`src/rtl/rps_pkg.sv`:
```
// rtl/rps_pkg.sv - shared move encodings, FSM states and button decode for the RPS capture/judge path
package rps_pkg;

    localparam logic [1:0] MOVE_STONE    = 2'b00;
    localparam logic [1:0] MOVE_PAPER    = 2'b01;
    localparam logic [1:0] MOVE_SCISSORS = 2'b10;
    localparam logic [1:0] MOVE_NONE     = 2'b11;

    typedef enum logic [1:0] {
        ST_IDLE    = 2'b00,
        ST_COLLECT = 2'b01,
        ST_REVEAL  = 2'b10,
        ST_DONE    = 2'b11
    } rps_state_t;

    // Anything other than a single pressed button decodes to "no move".
    function automatic logic [1:0] btn_to_move(input logic [2:0] btn);
        case (btn)
            3'b001:  return MOVE_STONE;
            3'b010:  return MOVE_PAPER;
            3'b100:  return MOVE_SCISSORS;
            default: return MOVE_NONE;
        endcase
    endfunction

endpackage

```
`src/rtl/rps_debounce.sv`:
```
// rtl/rps_debounce.sv - per-player button synchronizer, arming and one-hot debounce
module rps_debounce
    import rps_pkg::*;
#(
    parameter int DEBOUNCE_CYCLES = 16
) (
    input  logic       clk,
    input  logic       rst_n,
    input  logic       ena,
    input  logic       clear,
    input  logic       collect,
    input  logic [2:0] btn,
    output logic       press,
    output logic [1:0] move
);

    localparam int CW = $clog2(DEBOUNCE_CYCLES + 1);
    localparam logic [CW-1:0] CNT_MAX = CW'(DEBOUNCE_CYCLES);

    logic [2:0]    meta;
    logic [2:0]    sync;
    logic [2:0]    last;
    logic [CW-1:0] cnt;
    logic [CW-1:0] run;
    logic          armed;

    // Two-flop synchronizer on the raw buttons; frozen while disabled.
    always_ff @(posedge clk or negedge rst_n) begin
        if (!rst_n) begin
            meta <= 3'b000;
            sync <= 3'b000;
        end else if (ena) begin
            meta <= btn;
            sync <= meta;
        end
    end

    // Length of the current stable one-hot run including this cycle, saturating.
    always_comb begin
        run = '0;
        if (!$onehot(sync)) begin
            run = '0;
        end else if (sync != last) begin
            run = CW'(1);
        end else if (cnt == CNT_MAX) begin
            run = cnt;
        end else begin
            run = cnt + CW'(1);
        end
    end

    assign press = collect && armed && (run == CNT_MAX);
    assign move  = btn_to_move(sync);

    // Arming and run tracking, restarted whenever a new round is entered.
    always_ff @(posedge clk or negedge rst_n) begin
        if (!rst_n) begin
            armed <= 1'b0;
            last  <= 3'b000;
            cnt   <= '0;
        end else if (ena) begin
            if (clear) begin
                armed <= 1'b0;
                last  <= 3'b000;
                cnt   <= '0;
            end else if (collect) begin
                if (sync == 3'b000) begin
                    armed <= 1'b1;
                end
                last <= sync;
                cnt  <= run;
            end
        end
    end

endmodule

```
`src/rtl/rps_move_capture.sv`:
```
// rtl/rps_move_capture.sv - two-player move capture with lock, timeout and one-cycle reveal strobe
module rps_move_capture
    import rps_pkg::*;
#(
    parameter int DEBOUNCE_CYCLES = 16,
    parameter int TIMEOUT_CYCLES  = 1024
) (
    input  logic       clk,
    input  logic       rst_n,
    input  logic       ena,
    input  logic       round_start,
    input  logic [2:0] p1_btn,
    input  logic [2:0] p2_btn,
    output logic [1:0] p1_move,
    output logic [1:0] p2_move,
    output logic       moves_valid,
    output logic       p1_locked,
    output logic       p2_locked,
    output logic       timeout
);

    localparam int TW = $clog2(TIMEOUT_CYCLES + 1);
    localparam logic [TW-1:0] TIME_LAST = TW'(TIMEOUT_CYCLES - 1);

    rps_state_t    state;
    rps_state_t    state_next;
    logic [TW-1:0] tcnt;
    logic          pending;
    logic          start_collect;
    logic          in_collect;
    logic          time_up;
    logic          p1_press;
    logic          p2_press;
    logic [1:0]    p1_code;
    logic [1:0]    p2_code;
    logic          p1_lock_now;
    logic          p2_lock_now;
    logic          both_locked;

    rps_debounce #(.DEBOUNCE_CYCLES(DEBOUNCE_CYCLES)) u_p1_debounce (
        .clk     (clk),
        .rst_n   (rst_n),
        .ena     (ena),
        .clear   (start_collect),
        .collect (in_collect),
        .btn     (p1_btn),
        .press   (p1_press),
        .move    (p1_code)
    );

    rps_debounce #(.DEBOUNCE_CYCLES(DEBOUNCE_CYCLES)) u_p2_debounce (
        .clk     (clk),
        .rst_n   (rst_n),
        .ena     (ena),
        .clear   (start_collect),
        .collect (in_collect),
        .btn     (p2_btn),
        .press   (p2_press),
        .move    (p2_code)
    );

    assign in_collect  = (state == ST_COLLECT);
    assign time_up     = (tcnt == TIME_LAST);
    assign p1_lock_now = in_collect && !round_start && p1_press && !p1_locked;
    assign p2_lock_now = in_collect && !round_start && p2_press && !p2_locked;
    assign both_locked = (p1_locked | p1_lock_now) & (p2_locked | p2_lock_now);

    // A fresh round begins on round_start, or from DONE when one arrived during REVEAL.
    always_comb begin
        start_collect = 1'b0;
        case (state)
            ST_IDLE, ST_COLLECT: start_collect = round_start;
            ST_DONE:             start_collect = round_start | pending;
            default:             start_collect = 1'b0;
        endcase
    end

    // State register.
    always_ff @(posedge clk or negedge rst_n) begin
        if (!rst_n) begin
            state <= ST_IDLE;
        end else if (ena) begin
            state <= state_next;
        end
    end

    // Next-state logic; a restart inside COLLECT takes priority over reveal.
    always_comb begin
        state_next = state;
        case (state)
            ST_IDLE:    if (round_start) state_next = ST_COLLECT;
            ST_COLLECT: if (!round_start && (both_locked || time_up)) state_next = ST_REVEAL;
            ST_REVEAL:  state_next = ST_DONE;
            ST_DONE:    if (start_collect) state_next = ST_COLLECT;
            default:    state_next = ST_IDLE;
        endcase
    end

    // Reveal strobe is exactly the REVEAL state.
    always_comb begin
        moves_valid = 1'b0;
        if (state == ST_REVEAL) begin
            moves_valid = 1'b1;
        end
    end

    // Locked moves, timeout counter/flag and the deferred-restart flag.
    always_ff @(posedge clk or negedge rst_n) begin
        if (!rst_n) begin
            p1_move   <= MOVE_NONE;
            p2_move   <= MOVE_NONE;
            p1_locked <= 1'b0;
            p2_locked <= 1'b0;
            timeout   <= 1'b0;
            tcnt      <= '0;
            pending   <= 1'b0;
        end else if (ena) begin
            if (start_collect) begin
                p1_move   <= MOVE_NONE;
                p2_move   <= MOVE_NONE;
                p1_locked <= 1'b0;
                p2_locked <= 1'b0;
                timeout   <= 1'b0;
                tcnt      <= '0;
                pending   <= 1'b0;
            end else begin
                if (p1_lock_now) begin
                    p1_move   <= p1_code;
                    p1_locked <= 1'b1;
                end
                if (p2_lock_now) begin
                    p2_move   <= p2_code;
                    p2_locked <= 1'b1;
                end
                if (in_collect && !both_locked) begin
                    if (time_up) begin
                        timeout <= 1'b1;
                    end else begin
                        tcnt <= tcnt + TW'(1);
                    end
                end
                if (state == ST_REVEAL && round_start) begin
                    pending <= 1'b1;
                end
            end
        end
    end

endmodule

```
`config.mk`:
```
export PLATFORM = sky130hd
export DESIGN_NAME = rps_move_capture
export DESIGN_NICKNAME = d
export VERILOG_FILES = /design/src/rtl/rps_pkg.sv /design/src/rtl/rps_debounce.sv /design/src/rtl/rps_move_capture.sv
export SDC_FILE = /design/constraint.sdc
export NUM_CORES = 1
export LEC_CHECK = 0
export ABC_AREA = 1
export ABC_CLOCK_PERIOD_IN_PS = 2800
export CAP_MARGIN = 20
export CORE_UTILIZATION = 55
export DETAILED_ROUTE_END_ITERATION = 6
export PLACE_DENSITY = 0.77
export SYNTH_ARGS = -nofsm -noshare
export SYNTH_HDL_FRONTEND = slang
export SYNTH_SLANG_ARGS = --single-unit
```
`constraint.sdc`:
```
create_clock -name clk -period 2.8 [get_ports clk]
set_clock_uncertainty 0.05 [all_clocks]
set_input_delay 0.56 -clock clk [delete_from_list [all_inputs] [get_ports clk]]
set_output_delay 0.56 -clock clk [all_outputs]
set_load 0.02 [all_outputs]
```
# == Word-level counts from Yosys, hierarchy flattened ==
# Cells that the tools add are included.
# totals
regBits,51
input_bits,10
out_inout_bits,8
word_cells,133
# op_classes
n_addsub,7
eq_ne,22
mux,44
bitwise_logic,4
reduce_logical,38
# ops
cell,n
5-bit two-way mux,10
11-bit two-way mux,3
5-bit equality test (second input constant),4
1-bit two-way mux,16
2-bit nonzero test,8
2-bit two-way mux,7
1-bit logical AND,12
3-bit two-way mux,4
2-bit case mux with 3 select lines,2
3-bit AND reduction,4
11-bit by 1-bit adder with 11-bit output (second input constant),1
11-bit by 10-bit equality test with 1-bit output (second input constant),1
5-bit by 1-bit adder with 5-bit output (second input constant),2
2-bit case mux with 4 select lines,1
2-bit AND reduction,4
2-bit by 1-bit equality test with 1-bit output (second input constant),3
3-bit by 1-bit equality test with 1-bit output (second input constant),2
3-bit by 2-bit equality test with 1-bit output (second input constant),2
3-bit equality test (second input constant),2
3-bit logical NOT,2
2-bit inequality test (second input constant),3
3-bit inequality test,2
1-bit by 1-bit adder with 2-bit output,2
2-bit by 1-bit adder with 2-bit output,2
other kinds (10),16

# == Depth between registers and ports, before layout ==
# Gate-level depths: netlist (run 1).
# depth
word_depth,14
depth_mapped,17
ltp_nobuf,17

# == By module ==
# A second synthesis (run 1) with hierarchy kept.
# unflattened
cells_unflattened,413
hier_area_um2,3205.6
# by_module_without_submodules
mod,n_inst,cells_per_inst,area_per_inst_um2,seq_area_each_um2
rps_debounce,2,114,883.3,375.4
rps_move_capture,1,185,1438.9,530.5

# == Worst setup path before layout (run 1) ==
# No wires, ideal clock.
# synth_path
kind,flip-flop to flip-flop
from,register u_p2_debounce.sync[0]
to,register tcnt[2]
setup_ns,0.117
arrival_ns,1.957
t_required_ns,2.633
slack_ns,0.676
path_stages_with_launch,15
path_buffers,0
period_less_slack_ns,2.124
path_cell_list,dfrtp_1 -> inv_1 -> fa_1 -> nor2_1 -> nand2_1 -> nor2_1 -> o21ai_1 -> nand2_1 -> nand2_1 -> nand2_2 -> nand2_2 -> nand2_4 -> nand2_4 -> nand2_1 -> nand2_1
# synth_via
elab_chain_len,14
elab_cells_between_ends,16
cone_classes,2 x add/sub; 3 x eq/ne; 2 x mux; 2 x bitwise; 7 x reduce/logical
# synth_lines
item,line,text
start: declaration,rps_debounce.sv:21,logic [2:0] sync;
start signal: assignment,rps_debounce.sv:34,sync <= meta;
1-bit by 1-bit adder with 2-bit output (implied by the code),rps_debounce.sv:41,if (!$onehot(sync)) begin
2-bit by 1-bit adder with 2-bit output (implied by the code),rps_debounce.sv:41,
2-bit by 1-bit equality test with 1-bit output,rps_debounce.sv:41,
5-bit two-way mux (*),rps_debounce.sv:41,
5-bit equality test (*),rps_debounce.sv:52,assign press = collect && armed && (run == CNT_MAX);
1-bit logical AND (*),rps_debounce.sv:52,
1-bit logical AND (*) (2 in series),rps_move_capture.sv:65,assign p2_lock_now = in_collect && !round_start && p2_press && !p2_locked;
1-bit bitwise OR (*),rps_move_capture.sv:66,assign both_locked = (p1_locked | p1_lock_now) & (p2_locked | p2_lock_now);
1-bit bitwise AND (*),rps_move_capture.sv:66,
1-bit logical NOT (*),rps_move_capture.sv:135,if (in_collect && !both_locked) begin
1-bit logical AND (*),rps_move_capture.sv:135,
2-bit nonzero test (no source line) (*),-,
3-bit AND reduction (no source line) (*),-,
end signal: assignment,rps_move_capture.sv:139,tcnt <= tcnt + TW'(1);
end: declaration,rps_move_capture.sv:27,logic [TW-1:0] tcnt;
# Mark *: on every way between the ends. The rest lies on a longest branch, timed or not.
# A chain may end at the register's enable or synchronous reset.

# == Worst setup path after layout (run 1) ==
# layout_path
from,register u_p2_debounce.sync[1]
to,register tcnt[3]
# The elaborated chain is that of the path after synthesis.

==> results by group, run 1 <==
Detailed routing
  – Via count: 2420
  – Drt first-iter violations: 106
  – ANT nets after route: 0
  – Via-to-Cell Ratio: 5.227
  – WL/cell: about 12 um
  – Router iterations before antenna repair: 4
  – WL final: 5.705 mm
  – # DRC: 0

Floorplan
  – Starting Density: 56.98%
  – Placement row count: 26
  – Die height: 74.51 um
  – Die Width: 74.51 um
  – Die footprint: 5551 sq um
  – # IOs: 18
  – CORE AREA: 5075 sq um

CTS
  – H-tree lvl count: 2
  – TritonCTS Buffers: 5
  – TritonCTS clock tree: yes
  – CTS clk-pin slew, worst paths: around 0.10 ns
  – Clock sinks: 51
  – Longest Clk Path Bufs: 2
  – Later-pin clock latency in the skew report: 0.31 ns
  – Clock root buffer master: clkbuf_8

Global routing
  – Initial antenna violation count: 0
  – Vias in the first global route: about 2300
  – GRT Total Usage: 23.69%
  – GRT Residual Overflow: 0
  – Largest net degree at the start of global routing: 27
  – Wire length of the first global-routing pass: around 10 mm

Layout
  – Final instance area: ~3200 sq um
  – Ant. Diodes: 0
  – Fin util: 64.00%
  – Filler instances: 457
  – # nets final: 413
  – Layout Area Growth over Synthesis: 12.33%
  – Share of layout cells above drive strength 1: 9.669%

Synthesis
  – Syn_area_per_cell: a little under 8 sq um
  – Post-synth EDFFs: 0
  – Post-synthesis sequential area ratio: 44.31%
  – Yosys warning total: 0
  – Syn_nets: 391
  – Unique masters post-synth: 35
  – Synth Instances: 370
  – Prevailing post-synth register cell: dfrtp_1
  – Synth Cell Area: 2892 sq um
  – Seq cells post-synth: 51
  – Fraction of registers with async set/reset: 100.0%

Setup path
  – R2R Setup Slk: 0.27 ns
  – Worst-path cell chain: inv_1 > fa_1 > nor2_1 > nand2_1 > nor2_2 > o21ai_1 > nand2_1 > nand2_1 > nand2_2 > nand2_2 > nand2_4 > nand2_4 > nand2_1 > nand2_1
  – Top cell by count, worst path: nand2_1
  – Worst setup path end: tcnt[3]
  – Worst Path Required: 2.95 ns
  – Reg2reg start: u_p2_debounce.sync[1]
  – Crit. End Element: register
  – R2R depth: 14
  – RR Endpoint: tcnt[3]
  – Worst path slowest cell: dfrtp_1
  – Worst path max stage delay: 0.44 ns
  – Worst setup path category: register to register
  – Setup crit start kind: register
  – Critical Path Source: u_p2_debounce.sync[1]
  – CP max FO: 9
  – Worst EP arrival: 2.68 ns

Placement
  – Hpwl dp: 4.254 mm
  – PortBufs: 17
  – GPL Wtd Cong: 0.8358
  – DP Area: 3154 sq um

Outcome
  – Outcome: complete, no violations

Timing
  – Measured slew at the worst slew-check pin: 0.5908 ns
  – Slew Limit Headroom: 60.61%
  – RSZ-0062 raised after global routing: false
  – Total Neg Setup Slack: 0 ns
  – Hold Fails Final Rpt: 0
  – FMAX: between 300 and 400 MHz
  – Min Tclk post-route: 2.529 ns
  – Max Slew Vio Count: 0
  – Final Cycle Share: between 90% and 100%
  – Final Setup Violations: 0

Pwr
  – VDD IR max: 0.4477 mV
  – Leakage: 1.559 nW
  – PwrDens: 766.7 nW/um^2

Run
  – Max_cap viols: 0

Worst hold path
  – Class of the worst hold path: input port to asynchronous set/reset pin
[synth_stat cells, drive strengths merged (7+ instances only)]
library cell,number,area share [%]
ha,9,3.9
nor2,26,3.7
inv,49,6.4
nand4,8,1.7
a21oi,12,2.1
o21ai,24,4.2
nand2,104,14
nand3,36,6.6
nor3,7,1.2
xor2,9,2.7
o22ai,11,2.4
dfrtp,47,41
[layout make-up]
cell class | count | area [sq um] | area share, %
clock buffer | 5 | 68.82 | 2.119
clock inverter | 3 | 22.52 | 0.6934
inverter | 50 | 187.7 | 5.778
multi-input combinational | 262 | 1385 | 42.64
sequential | 51 | 1281 | 39.45
tap | 70 | 87.58 | 2.696
timing repair buffer | 22 | 215.2 | 6.626
[worst max-delay path, delay by kind of cell (launching register included)]
| family | cells | cell delay, ns |
|---|---|---|
| fa+ha+maj | 1 | 0.44 |
| buf+inv | 1 | 0.16 |
| simple gates | 11 | 1.19 |
| compound gates | 1 | 0.14 |
| flops | 1 | 0.44 |
[state kept, by name, indices dropped and copies added (netlist names), 3 cells and up]
signal and flops:
u_p1_debounce.meta 3, u_p1_debounce.last 3, u_p2_debounce.meta 3, u_p1_debounce.cnt 5, u_p2_debounce.cnt 5, u_p2_debounce.last 3
tcnt 11, u_p1_debounce.sync 3, u_p2_debounce.sync 3
[what timing repair did]
item	4_1_cts	5_1_grt
buffers inserted	0	0
resized for setup	0	1
endpoints found under the setup margin	0	8
hold buffers	0	0
[power by group]
part | internal, W | total (W) | switching (W)
Sequential | 0.000908 | 0.00104 | 0.000131
Clock | 0.000179 | 0.000436 | 0.000257
Combinational | 0.000371 | 0.00101 | 0.000644
Total | 0.00146 | 0.00249 | 0.00103
[stage by stage]
step / hold slack (ns) / instances / setup WS [ns] / total power [W]
final: 0.1919 / 463 / 0.2707 / 0.002490
after global placement: 0.4065 / 455 / 0.3832 / 0.002032
after floorplan: 0.2144 / 370 / 0.6764 / 0.001771
after global routing: 0.2360 / 463 / 0.05860 / 0.002683
after detailed placement: 0.4132 / 455 / 0.3027 / 0.002060
after CTS: 0.2059 / 463 / 0.2709 / 0.002499
[layout by cell type (no fill, tap or decap), drive strengths merged, types with 2 or more instances in the layout]
master and count:
xnor2 4, inv 50, nand2 104, dfrtp 47, or2 3, fa 2, clkinv 3, ha 9
a21oi 12, clkdlybuf4s50 16, o21ai 24, nand4 8, buf 6, o22ai 11, dfstp 4, nor3 7
o21bai 2, nand3 36, xor2 9, nor2 26, clkbuf 5
[metal layers]
layer  up-vias  track usage (%)  routed length (um)
met4         0            7.128                  80
met5         -                0                   0
met2        40            38.64                2613
met1      1124            32.54                2842
met3         7            4.065                 169
li1       1249                -                   -
[worst min-delay path by stage]
stage	startpoint	to
after floorplan	rst_n	p1_locked
after global placement	u_p1_debounce.meta[2]	u_p1_debounce.meta[2]
after detailed placement	u_p2_debounce.meta[2]	u_p2_debounce.meta[2]
after CTS	rst_n	u_p1_debounce.sync[2]
after global routing	rst_n	u_p2_debounce.last[1]
final	rst_n	u_p1_debounce.cnt[4]
[cell families after synthesis]
logic type	synth area share [%]
compound gates	9.520
xor+xnor	3.938
fa+ha+maj	5.279
buf+inv	7.875
flops	44.31
simple gates	29.08
No activity file was read; power rests on OpenSTA's default activity.
==> run 2, diff against run 1 <==
CTS_CLUSTER_DIAMETER = 60   (was default)
SLEW_MARGIN = 20   (was default)
==> results of run 2 <==
No change in the layout: final DEF, timing and power equal those of run 1.
==> run 3, diff against run 2 <==
GPL_ROUTABILITY_DRIVEN = 0   (was default)
TNS_END_PERCENT = 1   (was default)
==> results of run 3 <==
No change in the layout: final DEF, timing and power equal those of run 1.
